### config.mk
export PLATFORM = sky130hd
export DESIGN_NAME = n_bit_2_input_mux
export DESIGN_NICKNAME = d
export VERILOG_FILES = /design/src/rtl/n_bit_2_input_mux.sv
export SDC_FILE = /design/constraint.sdc
export NUM_CORES = 1
export LEC_CHECK = 0
export ABC_AREA = 1
export CAP_MARGIN = 30
export CORE_UTILIZATION = 39
export DETAILED_ROUTE_END_ITERATION = 8
export HOLD_SLACK_MARGIN = 0.12
export PLACE_DENSITY_LB_ADDON = 0.2
export RECOVER_POWER = 100
export SYNTH_ARGS = -nofsm -noshare
export SYNTH_HDL_FRONTEND = slang
export SYNTH_SLANG_ARGS = --single-unit
### constraint.sdc
create_clock -name clk -period 2.2 [get_ports clk]
set_input_delay 0.44 -clock clk [delete_from_list [all_inputs] [get_ports clk]]
set_output_delay 0.44 -clock clk [all_outputs]
set_load 0.1 [all_outputs]
### src/rtl/n_bit_2_input_mux.sv
// N-bit 2:1 mux with a registered, load-enabled copy of the result and a sel-toggle flag.
// Latency: out 0 cycles, out_q and sel_changed 1 cycle; no backpressure, en only gates the out_q load.
module n_bit_2_input_mux #(
    parameter int WIDTH = 16
) (
    output logic [WIDTH-1:0] out,
    input  logic             sel,
    input  logic [WIDTH-1:0] a,
    input  logic [WIDTH-1:0] b,
    input  logic             clk,
    input  logic             reset,
    input  logic             en,
    output logic [WIDTH-1:0] out_q,
    output logic             sel_changed
);

    logic sel_q;

    // The ?: operator merges a and b bitwise when sel is unknown, so agreeing bits stay known.
    assign out = sel ? b : a;

    always_ff @(posedge clk or posedge reset) begin
        if (reset) begin
            out_q <= '0;
        end else if (en) begin
            out_q <= out;
        end
    end

    // sel_q tracks sel every cycle regardless of en, so the flag reflects sel alone.
    always_ff @(posedge clk or posedge reset) begin
        if (reset) begin
            sel_q       <= 1'b0;
            sel_changed <= 1'b0;
        end else begin
            sel_q       <= sel;
            sel_changed <= (sel != sel_q);
        end
    end

endmodule

Word-level counts from Yosys, hierarchy flattened:

Index checks and enable logic that the tools add are counted.

* mux-type cells: 1
* equality and inequality tests: 1

Operators by type and width (number)
* 2-to-1 mux 16 bit: 1
* != test 1 bit: 1

* flip-flop bits (word level): 18
* output and inout bits: 33

Longest topological paths before layout:

* depth after elaboration: 1
* depth in mapped cells: 6
* gate-level depth less buffers: 4

Worst setup path before layout:

No wires, ideal clock.

* path type: input to output
* from: in sel
* to: out out[10]
* setup slack: 234 ps
* arrival time: 1526 ps
* stages: 5
* required time: 1760 ps
* cell sequence: buf_6 > inv_6 > buf_6 > nand2_1 > and2_1

* cells in the longest elaborated chain, start to end: 1

RTL lines
* start: declaration: RTL line 7 `input logic sel,`
* 2-to-1 mux 16 bit: RTL line 20 `assign out = sel ? b : a;`
* end: declaration: RTL line 6 `output logic [WIDTH-1:0] out,`

No other way between the ends.

Final worst setup path:

* from: in sel
* to: out out[1]

The elaborated chain is that of the path after synthesis.

==> results.yml <==
pwr:
  power_mw: 1.223
  p_per_area_mw_per_mm2: 728.7
  leakage_nw: 0.9645
  ir_worst_vdd_uv: 493.2
status:
  status: "completed"
timing:
  max_slew.worst_pin.slew_ns: 0.6830
  drv_slew: 0
  relSlewSlack: 0.5441
  final_hold_viol_count: 0
  min_period_over_period: 0.9666
  finalClockSkew_ns: 0.0001904
  rsz0062_at_grt: "no"
  fin_tns_setup_ns: 0
  period_needed_ns: 2.127
  timing.fmax_mhz: 470.3
  hold_ws_ns: 0.4387
  setup_violations: 0
  setup_slack_ns: 0.07348
detailed_routing:
  remaining_drc_errors: 0
  via_per_inst: 4.553
  first_pass_iters: 4
  num_vias: 1152
  wirelength_um: 2849
  drtAntennaViolNets: 0
  wl_per_cell_um: 11.26
  first_iter_violations: 14
clocking:
  cts_tree: "done"
  path_clk_slew_ns: 0.10
  post-cts-setup-buffers: 0
  hold_buffers: 0
  cts_made_buffers: 3
  htreeDepth: 1
  clk_path_buf_depth: 2
  clock_sink_count: 18
  clk_latency_ns: 0.30
  cts_resized: 0
  cts_root_buffer: "clkbuf_4"
floorplanning:
  die_w_um: 54.38
  start_util: 0.4204
  die_area_mm2: 0.002957
  core-area_mm2: 0.002545
  io_pins: 69
  chipHeight_um: 54.38
  row_count: 18
run:
  max-cap-violations: 0
logic_synthesis:
  synth_cell_types: 11
  syn_area_mm2: 0.001070
  synth-seq-area-share: 0.4211
  ys_ff_latch: 18
  synth_fp_nets: 192
  syn_area_per_cell_um2: 6.858
  syn-instance-count: 156
  yosys_warnings: 0
critical_path:
  worstSetupEndpointType: "output port"
  critPathKind: "input port to output port"
  cpPeakStageDelay_ns: 0.50
  worst_ep_arrival_time_ns: 1.69
  startpoint_type: "input port"
  critPathTopFamily: "buffers and inverters"
  slowest_stage: "clkdlybuf4s50_1"
  crit_chain: "clkdlybuf4s50_1 -> buf_12 -> inv_6 -> nand2_1 -> and2_1 -> buf_4"
  critPathRequiredTime_ns: 1.76
  crit_buf_inv: 4
  worstPathMaxFanout: 19
global_routing:
  antenna_found_initial: 0
  grt_pass1_wl_um: 4119
  overflow: 0
  grt_pass1_vias: 981
  grt_use_total: 0.1993
  grt_max_degree: 20
finish:
  diodes: 0
  multi_input_area_um2: 429.2
  finalCoreUtilization: 0.6593
  areaGrowthSynthToFinish_pct: 56.84
  nets: 261
  drive_gt1_frac: 0.1749
  design_area_mm2: 0.001678
  fin_cells: 253
  seq_area_um2: 450.4
  num-fill-cells: 240
placement:
  dp.cells: 250
  dpl.hpwl_um: 2230
  pre_cts_slack_ns: 0.1043
  placed_area_mm2: 0.001879
  io_buffers: 68
  gp_congestion: 0.7125
hold_path:
  hold_path.class: "flop to flop"
[layer usage]
metal / up-vias / share of wire / GRT usage
met5: - / 0 / 0
met4: 0 / 0.0095 / 0.06410
met3: 4 / 0.080 / 0.05000
met2: 55 / 0.51 / 0.3760
met1: 511 / 0.40 / 0.2132
li1: 582 / - / -
[cell usage after synthesis]
cell     count  area [µm²]
and2_1      16       100.1
inv_1       33       123.9
buf_4        2       15.01
buf_6        3       33.78
xor2_1       1       8.760
inv_6        1       8.760
nand3_1     16       80.08
dfrtp_1     18       450.4
nand2_1     64       240.2
buf_2        1       5.000
inv_2        1       3.750
[layout make-up]
cell class,count,share of cell area
Inverter,35,0.08128
Multi-Input combinational cell,97,0.2558
Timing Repair Buffer,70,0.3587
Sequential cell,18,0.2685
Tap cell,30,0.02237
Clock buffer,3,0.01342
[cells in the final DEF, fill, tap and decap left out, drive strengths merged]
cell           instances
nand2                 64
clkdlybuf4s50         33
clkbuf                20
inv                   35
dlygate4sd3            2
dfrtp                 18
nand3                 16
xor2                   1
buf                   18
and2                  16
[report_power, final]
group / internal (mW) / switching, mW / leakage (nW)
sequential: 0.364 / 0.0178 / 0.215
combinational: 0.151 / 0.524 / 0.736
clock: 0.0639 / 0.102 / 0.0138
total: 0.579 / 0.644 / 0.964
[state kept, by name, indices dropped and copies added, names as in the netlist]
register / count
out_q: 16
sel_changed: 1
sel_q: 1
[kinds of logic (layout without fill, tap and decap cells)]
logic type	after synthesis	in the layout	share of synthesized area
AND/OR/NAND/NOR	96	96	0.3930
XOR/XNOR	1	1	0.008189
buffers and inverters	41	108	0.1778
flip-flops	18	18	0.4211
[path summary, 6_finish.rpt]
check | startpoint | to | slack (ns) | cells after the start
max reg2reg | out_q[11]$_DFFE_PP0P_ | out_q[11]$_DFFE_PP0P_ | 1.56 | 2
max in group asynchronous | reset | out_q[0]$_DFFE_PP0P_ | 1.09 | 2
min in group asynchronous | reset | out_q[7]$_DFFE_PP0P_ | 0.67 | 2
min | sel_q$_DFF_PP0_ | sel_changed$_DFF_PP0_ | 0.44 | 1
max | sel | out[1] | 0.07 | 6
min reg2reg | sel_q$_DFF_PP0_ | sel_changed$_DFF_PP0_ | 0.44 | 1
(Power assumes the default switching activity.)
